$ cat src/rtl/intr_ctrl_n_pkg.sv
// Shared constants and types for the N-source interrupt controller.
package intr_pkg;

  localparam int unsigned CODE_NONE = 0;

  localparam logic [1:0] CFG_ENABLE  = 2'd0;
  localparam logic [1:0] CFG_BASE    = 2'd1;
  localparam logic [1:0] CFG_PENDING = 2'd2;
  localparam logic [1:0] CFG_STATUS  = 2'd3;

  typedef enum logic {
    STATE_IDLE = 1'b0,
    STATE_BUSY = 1'b1
  } state_t;

  localparam logic [31:0] VEC_NONE = 32'hFFFF_FFFF;

  // Vector = base page in the upper half, code scaled by 16 in the lower half.
  function automatic logic [31:0] vec_addr(input logic [15:0] base_hi, input logic [15:0] code16);
    logic [15:0] lo;
    lo = code16 << 4;
    return {base_hi, lo};
  endfunction

endpackage

$ cat src/rtl/intr_ctrl_n_if.sv
// Request, core handshake and config bus of the interrupt controller.
interface intr_ctrl_n_if #(
  parameter int unsigned N_SRC  = 8,
  parameter int unsigned CODE_W = 5
);
  logic [N_SRC-1:0]  req;
  logic              gie;
  logic              ack;
  logic [N_SRC-1:0]  src_ack;
  logic              irq_valid;
  logic [CODE_W-1:0] code;
  logic [31:0]       entry_addr;
  logic              cfg_we;
  logic [1:0]        cfg_addr;
  logic [31:0]       cfg_wd;
  logic [31:0]       cfg_rd;

  // Devices / core side.
  modport master (
    output req, gie, ack, cfg_we, cfg_addr, cfg_wd,
    input  src_ack, irq_valid, code, entry_addr, cfg_rd
  );

  // Controller side.
  modport slave (
    input  req, gie, ack, cfg_we, cfg_addr, cfg_wd,
    output src_ack, irq_valid, code, entry_addr, cfg_rd
  );
endinterface

$ cat src/rtl/intr_ctrl_n_prio_enc.sv
// Lowest-index-wins priority encoder: returns index+1, or 0 when nothing is set.
module prio_enc_n #(
  parameter int unsigned N      = 8,
  parameter int unsigned CODE_W = 5
) (
  input  logic [N-1:0]      vec,
  output logic [CODE_W-1:0] code,
  output logic              any
);

  // Scan from the top down so the lowest set index is the last to assign.
  always_comb begin
    code = '0;
    for (int i = int'(N) - 1; i >= 0; i--) begin
      if (vec[i]) code = CODE_W'(i + 1);
    end
  end

  assign any = |vec;

endmodule

$ cat src/rtl/intr_ctrl_n.sv
// Fixed-priority interrupt controller with per-source edge/level mode, enable mask,
// gie gating of asynchronous sources and a latched code/vector handshake.
module intr_ctrl_n #(
  parameter int unsigned      N_SRC      = 8,
  parameter int unsigned      CODE_W     = 5,
  parameter logic [N_SRC-1:0] EDGE_MASK  = '0,
  parameter logic [N_SRC-1:0] ASYNC_MASK = N_SRC'(32'hC0)
) (
  input logic          clk,
  input logic          rst,
  intr_ctrl_n_if.slave bus
);
  import intr_pkg::*;

  state_t            state_q;
  logic [CODE_W-1:0] code_q;
  logic              irq_valid_q;
  logic [N_SRC-1:0]  enable_q;
  logic [N_SRC-1:0]  pend_q;  // only edge-mode bits are ever set
  logic [N_SRC-1:0]  req_q;
  logic [31:0]       base_q;

  logic [N_SRC-1:0]  pend;
  logic [N_SRC-1:0]  elig;
  logic [N_SRC-1:0]  src_ack;
  logic [N_SRC-1:0]  pend_set;
  logic [N_SRC-1:0]  pend_clr;
  logic [N_SRC-1:0]  pend_d;
  logic [CODE_W-1:0] enc_code;
  logic              enc_any;
  logic              w1c;
  logic [31:0]       cfg_rd;
  logic              unused_wd;

  assign unused_wd = ^bus.cfg_wd;

  // Level sources are transparent; edge sources come from the latch.
  assign pend = (pend_q & EDGE_MASK) | (bus.req & ~EDGE_MASK);
  assign elig = pend & enable_q & (~ASYNC_MASK | {N_SRC{bus.gie}});

  prio_enc_n #(
    .N      (N_SRC),
    .CODE_W (CODE_W)
  ) u_prio_enc (
    .vec  (elig),
    .code (enc_code),
    .any  (enc_any)
  );

  // One-hot acknowledge to the serviced source while the core accepts it.
  always_comb begin
    src_ack = '0;
    if (state_q == STATE_BUSY && bus.ack && !rst) begin
      for (int i = 0; i < int'(N_SRC); i++) begin
        src_ack[i] = (code_q == CODE_W'(i + 1));
      end
    end
  end

  // Edge latch: a new rising edge beats any clear arriving in the same cycle.
  assign w1c      = bus.cfg_we && (bus.cfg_addr == CFG_PENDING);
  assign pend_set = bus.req & ~req_q;
  assign pend_clr = src_ack | (w1c ? bus.cfg_wd[N_SRC-1:0] : '0);
  assign pend_d   = ((pend_q & ~pend_clr) | pend_set) & EDGE_MASK;

  // Config registers, edge latches and request history.
  always_ff @(posedge clk) begin
    if (rst) begin
      enable_q <= '0;
      base_q   <= '0;
      pend_q   <= '0;
      req_q    <= '0;
    end else begin
      pend_q <= pend_d;
      req_q  <= bus.req;
      if (bus.cfg_we && bus.cfg_addr == CFG_ENABLE) enable_q <= bus.cfg_wd[N_SRC-1:0];
      if (bus.cfg_we && bus.cfg_addr == CFG_BASE)   base_q   <= {bus.cfg_wd[31:16], 16'h0};
    end
  end

  // Presentation FSM: latch the winner, hold it until ack, then force one idle cycle.
  always_ff @(posedge clk) begin
    if (rst) begin
      state_q     <= STATE_IDLE;
      code_q      <= CODE_W'(CODE_NONE);
      irq_valid_q <= 1'b0;
    end else begin
      unique case (state_q)
        STATE_IDLE: begin
          if (enc_any) begin
            state_q     <= STATE_BUSY;
            code_q      <= enc_code;
            irq_valid_q <= 1'b1;
          end
        end
        STATE_BUSY: begin
          if (bus.ack) begin
            state_q     <= STATE_IDLE;
            code_q      <= CODE_W'(CODE_NONE);
            irq_valid_q <= 1'b0;
          end
        end
        default: state_q <= STATE_IDLE;
      endcase
    end
  end

  // Combinational config read mux.
  always_comb begin
    cfg_rd = '0;
    unique case (bus.cfg_addr)
      CFG_ENABLE:  cfg_rd = 32'(enable_q);
      CFG_BASE:    cfg_rd = base_q;
      CFG_PENDING: cfg_rd = 32'(pend);
      CFG_STATUS: begin
        cfg_rd     = 32'(code_q);
        cfg_rd[31] = irq_valid_q;
      end
      default:     cfg_rd = '0;
    endcase
  end

  assign bus.cfg_rd     = cfg_rd;
  assign bus.src_ack    = src_ack;
  assign bus.irq_valid  = irq_valid_q;
  assign bus.code       = code_q;
  assign bus.entry_addr = (code_q == CODE_W'(CODE_NONE)) ? VEC_NONE :
                          vec_addr(base_q[31:16], 16'(code_q));

endmodule

$ cat src/flat_wrapper.sv
// flat-port wrapper written by rule: the top's interface ports become plain ports
module intr_ctrl_n_flat import intr_pkg::*;
#(
  parameter int unsigned      N_SRC      = 8,
  parameter int unsigned      CODE_W     = 5,
  parameter logic [N_SRC-1:0] EDGE_MASK  = '0,
  parameter logic [N_SRC-1:0] ASYNC_MASK = N_SRC'(32'hC0)
)
  (clk, rst, bus_req, bus_gie, bus_ack, bus_cfg_we, bus_cfg_addr, bus_cfg_wd, bus_src_ack, bus_irq_valid, bus_code, bus_entry_addr, bus_cfg_rd);
  intr_ctrl_n_if #(.N_SRC(N_SRC), .CODE_W(CODE_W)) bus_i ();
  input logic clk;
  input logic rst;
  input wire logic [$bits(bus_i.req)-1:0] bus_req;
  input wire logic [$bits(bus_i.gie)-1:0] bus_gie;
  input wire logic [$bits(bus_i.ack)-1:0] bus_ack;
  input wire logic [$bits(bus_i.cfg_we)-1:0] bus_cfg_we;
  input wire logic [$bits(bus_i.cfg_addr)-1:0] bus_cfg_addr;
  input wire logic [$bits(bus_i.cfg_wd)-1:0] bus_cfg_wd;
  output wire logic [$bits(bus_i.src_ack)-1:0] bus_src_ack;
  output wire logic [$bits(bus_i.irq_valid)-1:0] bus_irq_valid;
  output wire logic [$bits(bus_i.code)-1:0] bus_code;
  output wire logic [$bits(bus_i.entry_addr)-1:0] bus_entry_addr;
  output wire logic [$bits(bus_i.cfg_rd)-1:0] bus_cfg_rd;
  assign bus_i.req = bus_req;
  assign bus_i.gie = bus_gie;
  assign bus_i.ack = bus_ack;
  assign bus_i.cfg_we = bus_cfg_we;
  assign bus_i.cfg_addr = bus_cfg_addr;
  assign bus_i.cfg_wd = bus_cfg_wd;
  assign bus_src_ack = bus_i.src_ack;
  assign bus_irq_valid = bus_i.irq_valid;
  assign bus_code = bus_i.code;
  assign bus_entry_addr = bus_i.entry_addr;
  assign bus_cfg_rd = bus_i.cfg_rd;
  intr_ctrl_n #(.N_SRC(N_SRC), .CODE_W(CODE_W), .EDGE_MASK(EDGE_MASK), .ASYNC_MASK(ASYNC_MASK)) u_core (.clk(clk), .rst(rst), .bus(bus_i));
endmodule
$ cat config.mk
export PLATFORM = sky130hd
export DESIGN_NAME = intr_ctrl_n_flat
export DESIGN_NICKNAME = d
export VERILOG_FILES = /design/src/rtl/intr_ctrl_n_pkg.sv /design/src/rtl/intr_ctrl_n_if.sv /design/src/rtl/intr_ctrl_n_prio_enc.sv /design/src/rtl/intr_ctrl_n.sv /design/src/flat_wrapper.sv
export SDC_FILE = /design/constraint.sdc
export NUM_CORES = 1
export LEC_CHECK = 0
export ABC_CLOCK_PERIOD_IN_PS = 2500
export CORE_MARGIN = 1
export CORE_UTILIZATION = 45
export CTS_CLUSTER_DIAMETER = 50
export DETAILED_ROUTE_END_ITERATION = 8
export DONT_BUFFER_PORTS = 1
export GPL_TIMING_DRIVEN = 0
export PLACE_DENSITY = 0.65
export SLEW_MARGIN = 20
export SYNTH_ARGS = -nofsm -noshare
export SYNTH_HDL_FRONTEND = slang
export SYNTH_SLANG_ARGS = --single-unit
$ cat constraint.sdc
create_clock -name clk -period 2.5 [get_ports clk]
set_input_delay 0.375 -clock clk [delete_from_list [all_inputs] [get_ports clk]]
set_output_delay 0.375 -clock clk [all_outputs]
set_load 0.005 [all_outputs]
==> metrics.md, run 1 <==
| Metric | Value |
|---|---|
| Async SR Flop Fraction | 0% |
| Post-layout nets | around 300 |
| CTS tree | yes |
| CP max FO | 21 |
| P_leak | around 0.75 nW |
| Final min period | 2.266 ns |
| Largest stage delay, worst path | about 0.60 ns |
| Core area | 3799 sq um |
| Fmax | 441.3 MHz |
| Grt met1 use | 26.52% |
| CP max-delay cell | clkbuf_1 |
| Yosys top cell area share | 32.52% |
| Initial antenna violation count | 0 |
| Final setup TNS | 0 ns |
| Worst-margin pin slew | ~0.73 ns |
| DR vias/cell | 5.252 |
| Slew headroom | approximately half |
| Synth area leader | dfxtp_1 |
| CTS resizes | 0 |
| Residual DRC | 0 |
| Clk_lat worst skew | 0.27 ns |
| # diodes | 0 |
| Max Slew Vio Count | 0 |
| Final GP Congestion | 0.7915 |
| Core Rows | 22 |
| Crit end category | output pin |
| Crit path kind | reg2out |
| RSZ-0062 raised after global routing | no |
| HP Class | in2reg |
| Kind of cell adding the most delay to the critical path | simple AND/OR/NAND/NOR gates |
| Post-CTS setup repair buffer count | 0 |
| Final core occ | a little over half |
| EDFF count, synth | 0 |
| Post-synth top cells | nand2_1 (57), dfxtp_1 (30), a21oi_1 (27) |
| Post-Synthesis Cell Area | 1847 sq um |
| Crit path launch type | flip-flop |
| Detail Placement HPWL | about 3500 microns |
| # H-tree levels | 2 |
| Die Ht | 66.06 microns |
| Initial DRT Pass Iterations | 4 |
| Initial Utilization | 48.62% |
| # setup viols final | 0 |
| 1st-iter DRT viols | 63 |
| Skew final | 0.003277 ns |
| Max IR drop VDD | roughly 280 uV |
| Status | finished clean |
| FF+latch area | 600.6 sq um |
| Global-route wire length before repair | approximately 6800 microns |
| Die area | 4364 sq um |
| Worst-path cell chain | nor4_1, clkbuf_1, or2_2 |
| Synthesized instance count | 247 |
| Layer with the highest usage | met2 |
| Cell variety after synth | 38 |
| Arrival time at the worst endpoint | 1.89 ns |
| Fillers | just under 400 |
| Syn-to-layout area delta | 9.350% |
| Worst-path clk slew | 0.06 ns |
| Post-CTS Hold Fix Bufs | 0 |
| Horiz. Die Dim | between 60 and 70 microns |
| Clock root cell | clkbuf_8 |
| DRT antenna net count | 0 |
| Clock net sink count | 30 |
| Most used standard cell by instance count after synthesis | nand2_1 |
| Wirelength per Cell | 14.48 microns |
| CP bufs+invs | 1 |
| GRT Resource Usage Total | 20.86% |
| IO Pins | 125 |
| GRT overflow | 0 |
| Number of synthesized register bits | 30 |
| Hold Slack | 0.2337 ns |
| Vias in the first global route | about 1400 |
| Share of cells above drive strength 1 | 22.22% |
| Total CTS buffers | 5 |
| PwrDens | 538.2 nW/um^2 |
| PortBufs | 0 |
| GR Layer Usage met2 | 33.93% |
| Grt met3 use | 4.828% |
| Via count | around 1600 |
| Largest net degree at the start of global routing | 22 |
| Yosys warns | 0 |
| Post-Route WL | 4473 microns |
| Crit share post-route | 90.63% |
| Clock Tree Buf Depth | 2 |
| Avg Cell Area, Syn | 7.477 sq um |
| Post-synthesis sequential area ratio | 32.52% |
| CP required | 2.12 ns |
| Dominant synthesized flop cell | dfxtp_1 |
| Number of max-cap violations | 0 |
| Most area-consuming cells after synthesis | dfxtp_1 (33%), nand2_1 (12%), buf_4 (8.1%) |
| Hold Fails Final Rpt | 0 |
| Multi-input gate area | between 1000 and 1500 sq um |
## per-layer routing
metal | share of wire (%) | vias up | wire, microns
met2 | 49 | 66 | 2194
met3 | 7.1 | 5 | 317
met5 | 0 | - | 0
li1 | - | 820 | -
met1 | 43 | 732 | 1913
met4 | 1.0 | 0 | 46
## area by class of cell
type,count,area share (%)
clock buffer,6,4.089
tap,48,2.974
inverter,5,0.9294
buffer,33,9.975
sequential,30,29.74
multi-input combinational,187,52.29
## where the power goes
group | switching [mW] | total (mW) | leakage (nW) | internal [mW]
registers | 0.0178 | 0.515 | 0.244 | 0.497
clock network | 0.155 | 0.366 | 0.0431 | 0.211
logic | 0.106 | 0.206 | 0.462 | 0.0996
## final timing paths
kind                                    startpoint            endpoint  slack (ns)  cells after the start
worst max-delay path            u_core.bus.code[0]  bus_entry_addr[25]        0.23                      3
worst min-delay path                bus_cfg_wd[26]   u_core.base_q[26]        0.23                      2
worst max register to register  u_core.enable_q[1]  u_core.bus.code[0]        0.86                      4
worst min register to register   u_core.base_q[19]   u_core.base_q[19]        0.46                      2
## worst reg2reg max path, stage by stage (launching register included)
cell and delay [ns]:
dfxtp_1 0.36, a222oi_1 0.48, nand4_1 0.20, mux2_4 0.33, o32ai_2 0.19
## metrics by stage
| step | std cells | area (sq um) | total power, mW | worst slack (ns) |
|---|---|---|---|---|
| after floorplan | 255 | 1877 | 0.6970 | 0.7868 |
| after global placement | 303 | 1937 | 0.7310 | 0.5383 |
| after detailed placement | 303 | 1937 | 0.7345 | 0.4780 |
| after CTS | 309 | 2019 | 1.103 | 0.1924 |
| after global routing | 309 | 2019 | 1.154 | 0.04896 |
| final | 309 | 2019 | 1.087 | 0.2342 |
## sequential cells by signal, summed over array words and instances (netlist names)
| signal | flops |
|---|---|
| u_core.base_q | 16 |
| u_core.bus.code | 4 |
| u_core.bus.irq_valid | 1 |
| u_core.enable_q | 8 |
| u_core.state_q | 1 |
## cell families after synthesis
| kind of cell | count (synthesis) | synth area share [%] |
|---|---|---|
| other | 1 | 0.2031 |
| AO/OA/AOI/OAI | 45 | 17.07 |
| multiplexers | 10 | 5.962 |
| buffers and inverters | 38 | 11.92 |
| flip-flops | 30 | 32.52 |
| AND/OR/NAND/NOR | 123 | 32.32 |
## layout by cell type (no fill, tap or decap), types with 3 or more instances in the layout
| cell | instances |
|---|---|
| conb_1 | 9 |
| nor2_1 | 12 |
| dfxtp_1 | 30 |
| nand2_1 | 57 |
| a21oi_1 | 27 |
| or2_2 | 20 |
| clkbuf_1 | 10 |
| mux2i_1 | 5 |
| a22oi_1 | 3 |
| a22o_1 | 3 |
| and2_1 | 17 |
| inv_1 | 5 |
| nand3_1 | 3 |
| clkbuf_8 | 6 |
| buf_4 | 20 |
| mux2_2 | 4 |
Power figures use the tool's default switching activity.
==> run 2: changes to the inputs <==
--- a/config.mk
+++ b/config.mk
@@ -5,12 +5,14 @@
 export SDC_FILE = /design/constraint.sdc
 export NUM_CORES = 1
 export LEC_CHECK = 0
+export ABC_AREA = 1
 export ABC_CLOCK_PERIOD_IN_PS = 2500
 export CORE_MARGIN = 1
 export CORE_UTILIZATION = 45
 export CTS_CLUSTER_DIAMETER = 50
 export DETAILED_ROUTE_END_ITERATION = 8
 export DONT_BUFFER_PORTS = 1
+export GPL_ROUTABILITY_DRIVEN = 0
 export GPL_TIMING_DRIVEN = 0
 export PLACE_DENSITY = 0.65
 export SLEW_MARGIN = 20
==> metrics.md, run 2 <==
| Metric | Value |
|---|---|
| Post-synth top cells | nand2_1 (48), nor2_1 (42), dfxtp_1 (30) |
| Register bank with the most flops | u_core.base_q |
| Post-Route WL | 4098 microns (-8.4%) |
| Commonest non-fill, non-tap cell in the layout | nand2_1 |
| GRT Resource Usage Total | 21.18% (+0.32 points) |
| Crit end category | output pin |
| PortBufs | 0 (unchanged) |
| CTS tree | yes |
| Post-Synthesis Cell Area | 1749 sq um (-5.3%) |
| IO Pins | 125 (unchanged) |
| Most used standard cell by instance count after synthesis | nand2_1 |
| Initial Utilization | 47.42% (-1.2 points) |
| Crit path launch type | flip-flop |
| CP max-delay cell | nor2_2 |
| Final min period | 2.132 ns (-0.1334 ns) |
| EDFF count, synth | 0 (unchanged) |
| Clk_lat worst skew | 0.28 ns (about the same) |
| Synth area leader | dfxtp_1 |
| Syn-to-layout area delta | 10.37% |
| Via count | 1625 (+0.12%) |
| Initial antenna violation count | 0 (unchanged) |
| Yosys warns | 0 (unchanged) |
| Avg Cell Area, Syn | 6.728 sq um (-10%) |
| CP max FO | 13 (-38%) |
| CTS resizes | 0 (unchanged) |
| P_leak | 0.8245 nW (+10%) |
| Async SR Flop Fraction | 0% (unchanged) |
| Cell variety after synth | 25 (-34%) |
| Post-layout nets | 322 (+4.2%) |
| Clock root cell | clkbuf_8 |
| Fmax | 469.0 MHz (+6.3%) |
| Commonest cells after routing, fill and taps aside | nand2_1 (48), nor2_1 (42), dfxtp_1 (30) |
| Clock Tree Buf Depth | 2 (unchanged) |
| Core area | 3689 sq um (-2.9%) |
| Worst-margin pin slew | 0.5304 ns (-0.1981 ns) |
| Non-filler instance count after layout | 324 (+4.9%) |
| Horiz. Die Dim | 64.35 microns (-2.6%) |
| Skew final | 0.003126 ns (-0.0001504 ns) |
| Dominant synthesized flop cell | dfxtp_1 |
| Final core occ | 52.34% (-0.82 points) |
| Core Rows | 22 (unchanged) |
| Number of max-cap violations | 0 (unchanged) |
| Crit share post-route | 85.30% (-5.3 points) |
| Hold Slack | 0.1601 ns (-0.07369 ns) |
| Arrival time at the worst endpoint | 1.76 ns (-0.13 ns) |
| R2r worst-path depth | 7 (+3) |
| CP bufs+invs | 3 (+2) |
| CP required | 2.12 ns (about the same) |
| Max IR drop VDD | 351.7 uV (+27%) |
| Post-CTS Hold Fix Bufs | 0 (unchanged) |
| Total CTS buffers | 5 (unchanged) |
| HP Class | in2reg |
| Kind of cell adding the most delay to the critical path | simple AND/OR/NAND/NOR gates |
| Detail Placement HPWL | 3280 microns (-6.0%) |
| # setup viols final | 0 (unchanged) |
| # diodes | 0 (unchanged) |
| Vias in the first global route | 1448 (+3.2%) |
| GRT overflow | 0 (unchanged) |
| Worst-path cell chain | inv_1, nand3_2, nor2_2, inv_2, buf_6, nand2_1 |
| Worst-path clk slew | 0.06 ns (about the same) |
| CP Depth | 6 (+3) |
| Clock net sink count | 30 (unchanged) |
| Max reg flops | 16 (unchanged) |
| DR vias/cell | 5.015 (-4.5%) |
| RSZ-0062 raised after global routing | no |
| Max Slew Vio Count | 0 (unchanged) |
| Wirelength per Cell | 12.65 microns (-13%) |
| PwrDens | 635.5 nW/um^2 (+18%) |
| Post-synthesis sequential area ratio | 34.33% (+1.8 points) |
| Largest net degree at the start of global routing | 14 (-36%) |
| Initial DRT Pass Iterations | 4 (unchanged) |
| Share of cells above drive strength 1 | 19.57% (-2.7 points) |
| Post-CTS setup repair buffer count | 0 (unchanged) |
| DRT antenna net count | 0 (unchanged) |
| Global-route wire length before repair | 6672 microns (-1.4%) |
| Final setup TNS | 0 ns (unchanged) |
| Yosys top cell area share | 34.33% (+1.8 points) |
| Synthesized instance count | 260 (+5.3%) |
| Hold Fails Final Rpt | 0 (unchanged) |
| Residual DRC | 0 (unchanged) |
| Crit path kind | reg2out |
| Status | finished clean |
| # H-tree levels | 2 (unchanged) |
| 1st-iter DRT viols | 50 (-21%) |
| Number of synthesized register bits | 30 (unchanged) |
| Die area | 4140 sq um (-5.1%) |
| Slew headroom | 64.51% (+13 points) |
| Most area-consuming cells after synthesis | dfxtp_1 (34%), nand2_1 (10%), nor2_1 (9.0%) |
| Die Ht | 64.35 microns (-2.6%) |
| Placed cell count | 316 (+4.3%) |
| Largest stage delay, worst path | 0.39 ns (-0.21 ns) |
| Worst Hold Depth | 1 (-1) |
==> run 2: cell types whose count changed after synthesis, moves of 8 or more <==
| cell | change |
|---|---|
| nor2_1 | +30 |
| and2_1 | -17 |
| inv_1 | +19 |
| or2_2 | -20 |
| nand2_2 | +8 |
| clkbuf_1 | -8 |
| nand2_1 | -9 |
| o21ai_0 | +18 |
==> run 2: worst paths after layout <==
kind	from	to	slack, ns
max	u_core.bus.code[2]	bus_entry_addr[29]	0.37
min	rst	u_core.bus.code[3]	0.16
max reg2reg	u_core.enable_q[5]	u_core.bus.code[0]	1.38
min reg2reg	u_core.base_q[27]	u_core.base_q[27]	0.48
==> run 2: worst reg2reg max path, stage by stage (launching register included) <==
cell and delay (ns):
dfxtp_1 0.33, nand2_1 0.11, nand2_1 0.08, nor2_2 0.11, nand3_2 0.10, nand2_2 0.11, nand3_1 0.08, a21oi_1 0.14
==> run 2: kinds of logic after synthesis <==
logic type,after synthesis,synth area share (%)
buf+inv,57,17.95
simple gates,114,28.47
flops,30,34.33
compound gates,58,19.03
other cells,1,0.2144
==> run 2: area by class of cell <==
class / count / area (sq um)
inverters: 30 / 112.6
clock inverters: 1 / 5.005
flip-flops and latches: 30 / 600.6
plain buffers: 27 / 201.4
fillers: 427 / 1758
multi-input cells: 181 / 864.6
clock buffers: 7 / 86.33
well taps: 48 / 60.06
==> run 2: through the flow <==
step	power (mW)	instance area, sq um	setup WS (ns)
after global placement	0.8437	1839	0.6618
after CTS	1.244	1931	0.3399
final	1.227	1931	0.3676
after floorplan	0.7961	1779	0.8901
after detailed placement	0.8462	1839	0.6551
after global routing	1.310	1931	0.2045
==> run 2: routing by layer <==
layer | GRT usage (%) | routed length [microns] | part of all wire, %
met5 | 0 | 0 | 0
met4 | 7.222 | 53 | 1.3
met3 | 8.393 | 423 | 10
met2 | 32.63 | 1838 | 45
met1 | 26.64 | 1782 | 43
==> run 2: where the power goes <==
| part | switching [mW] | leakage, nW | internal [mW] | total, mW |
|---|---|---|---|---|
| sequential | 0.0216 | 0.246 | 0.508 | 0.529 |
| combinational | 0.181 | 0.531 | 0.122 | 0.303 |
| clock | 0.173 | 0.0482 | 0.222 | 0.395 |
==> run 3: changes to the inputs <==
--- a/config.mk
+++ b/config.mk
@@ -8,13 +8,14 @@
 export ABC_AREA = 1
 export ABC_CLOCK_PERIOD_IN_PS = 2500
 export CORE_MARGIN = 1
-export CORE_UTILIZATION = 45
+export CORE_UTILIZATION = 49
 export CTS_CLUSTER_DIAMETER = 50
 export DETAILED_ROUTE_END_ITERATION = 8
 export DONT_BUFFER_PORTS = 1
 export GPL_ROUTABILITY_DRIVEN = 0
 export GPL_TIMING_DRIVEN = 0
-export PLACE_DENSITY = 0.65
+export HOLD_SLACK_MARGIN = 0.1
+export PLACE_DENSITY = 0.69
 export SLEW_MARGIN = 20
 export SYNTH_ARGS = -nofsm -noshare
 export SYNTH_HDL_FRONTEND = slang
==> metrics.md, run 3 (same netlist as run 2, synthesis figures left out) <==
| Metric | Value |
|---|---|
| HP Class | in2reg |
| Skew final | 0.003089 ns (-0.00003744 ns) |
| DRT antenna net count | 0 (unchanged) |
| Residual DRC | 0 (unchanged) |
| Commonest cells after routing, fill and taps aside | nand2_1 (48), nor2_1 (42), dfxtp_1 (30) |
| DR vias/cell | 5.103 (+1.7%) |
| Post-CTS setup repair buffer count | 0 (unchanged) |
| Vias in the first global route | 1299 (-10%) |
| Commonest non-fill, non-tap cell in the layout | nand2_1 |
| CP required | 2.12 ns (about the same) |
| # setup viols final | 0 (unchanged) |
| Global-route wire length before repair | 5961 microns (-11%) |
| Register bank with the most flops | u_core.base_q |
| Arrival time at the worst endpoint | 1.83 ns (+0.07 ns) |
| Status | finished clean |
| Post-CTS Hold Fix Bufs | 1 (+1) |
| Max reg flops | 16 (unchanged) |
| Die area | 3812 sq um (-7.9%) |
| Number of max-cap violations | 0 (unchanged) |
| Total power | 1.114 mW (-9.2%) |
| # diodes | 0 (unchanged) |
| Hold Fails Final Rpt | 0 (unchanged) |
| Share of cells above drive strength 1 | 19.27% (-0.29 points) |
| CTS resizes | 0 (unchanged) |
| Clock Tree Buf Depth | 2 (unchanged) |
| Fmax | 453.9 MHz (-3.2%) |
| Crit path kind | reg2out |
| Initial DRT Pass Iterations | 4 (unchanged) |
| PwrDens | 587.1 nW/um^2 (-7.6%) |
| Initial antenna violation count | 0 (unchanged) |
| Crit path launch type | flip-flop |
| Core Rows | 21 (-4.5%) |
| Die Ht | 61.75 microns (-4.0%) |
| Hold_sp | bus_cfg_wd[5] |
| RSZ-0062 raised after global routing | no |
| Final setup TNS | 0 ns (unchanged) |
| # H-tree levels | 2 (unchanged) |
| Horiz. Die Dim | 61.75 microns (-4.0%) |
| IO Pins | 125 (unchanged) |
| Worst-margin pin slew | 0.5481 ns (+0.01775 ns) |
| CP max FO | 13 (unchanged) |
| PortBufs | 0 (unchanged) |
| Max Slew Vio Count | 0 (unchanged) |
| Crit share post-route | 88.12% (+2.8 points) |
| Worst Setup SP | u_core.bus.code[2] |
| Final min period | 2.203 ns (+0.07051 ns) |
| Crit end category | output pin |
| P_leak | 0.8106 nW (-1.7%) |
| Clock root cell | clkbuf_4 |
| Clk_lat worst skew | 0.32 ns (+0.04 ns) |
| Worst-path clk slew | 0.08 ns (+0.02 ns) |
| Detail Placement HPWL | 3312 microns (+0.98%) |
| Core area | 3390 sq um (-8.1%) |
| 1st-iter DRT viols | 58 (+16%) |
| Total CTS buffers | 5 (unchanged) |
| Largest net degree at the start of global routing | 14 (unchanged) |
| Via count | 1638 (+0.80%) |
| Slew headroom | 63.32% (-1.2 points) |
| CTS tree | yes |
| Post-Route WL | 4149 microns (+1.2%) |
| Initial Utilization | 51.61% (+4.2 points) |
| Syn-to-layout area delta | 8.512% |
| GRT overflow | 0 (unchanged) |
| Post-layout nets | 323 (+0.31%) |
| Launch point of the worst reg-to-reg path | u_core.enable_q[5] |
| Max IR drop VDD | 335.6 uV (-4.6%) |
| Clock net sink count | 30 (unchanged) |
| Wirelength per Cell | 12.93 microns (+2.2%) |
| GRT Resource Usage Total | 22.15% (+0.98 points) |
-- run 3: cell types whose count changed in the layout (fill, tap and decap cells not counted), sizes merged --
cell         change
dlygate4sd3      +1
clkinv           -1
clkbuf           -1
-- run 3: worst paths after layout --
check	endpoint	slack (ns)	cells past startpoint
max	bus_entry_addr[30]	0.30	6
min	u_core.enable_q[5]	0.22	2
max reg2reg	u_core.bus.code[0]	1.37	7
min reg2reg	u_core.base_q[26]	0.48	2
-- run 3: per-layer routing --
metal / vias up / GRT usage [%] / wire length [microns]
met5: - / 0 / 0
met4: 0 / 9.841 / 67
met3: 8 / 7.039 / 365
met2: 83 / 35.94 / 1926
met1: 716 / 26.95 / 1790
li1: 831 / - / -
-- run 3: layout make-up --
class / instances / area [sq um]
plain buffers: 27 / 201.4
flip-flops and latches: 30 / 600.6
multi-input cells: 181 / 864.6
well taps: 46 / 57.56
fillers: 342 / 1491
repair buffers: 1 / 10.01
clock buffers: 6 / 51.30
inverters: 30 / 112.6
-- run 3: per-stage QoR --
stage                     worst slack [ns]  hold WS (ns)  util, %  instance area [sq um]  instances
final                               0.2971        0.2172    56.00                   1898        321
after global routing               0.03122        0.2136    56.00                   1898        321
after CTS                           0.2745        0.2070    56.00                   1898        321
after detailed placement            0.6398        0.4465    54.19                   1837        314
after global placement              0.6592        0.4457    54.19                   1837        314
after floorplan                     0.8901        0.4441        -                   1779        268
-- run 3: critical path, stage by stage, from the launching register on --
cell,delay [ns]
dfxtp_1,0.36
inv_1,0.16
nand3_2,0.12
nor2_2,0.40
inv_2,0.20
buf_6,0.19
nand2_1,0.08
-- run 3: power breakdown --
part / total (mW) / leakage [nW] / switching [mW] / internal, mW
Sequential: 0.529 / 0.246 / 0.0226 / 0.507
Combinational: 0.306 / 0.535 / 0.183 / 0.123
Clock: 0.279 / 0.0302 / 0.152 / 0.126
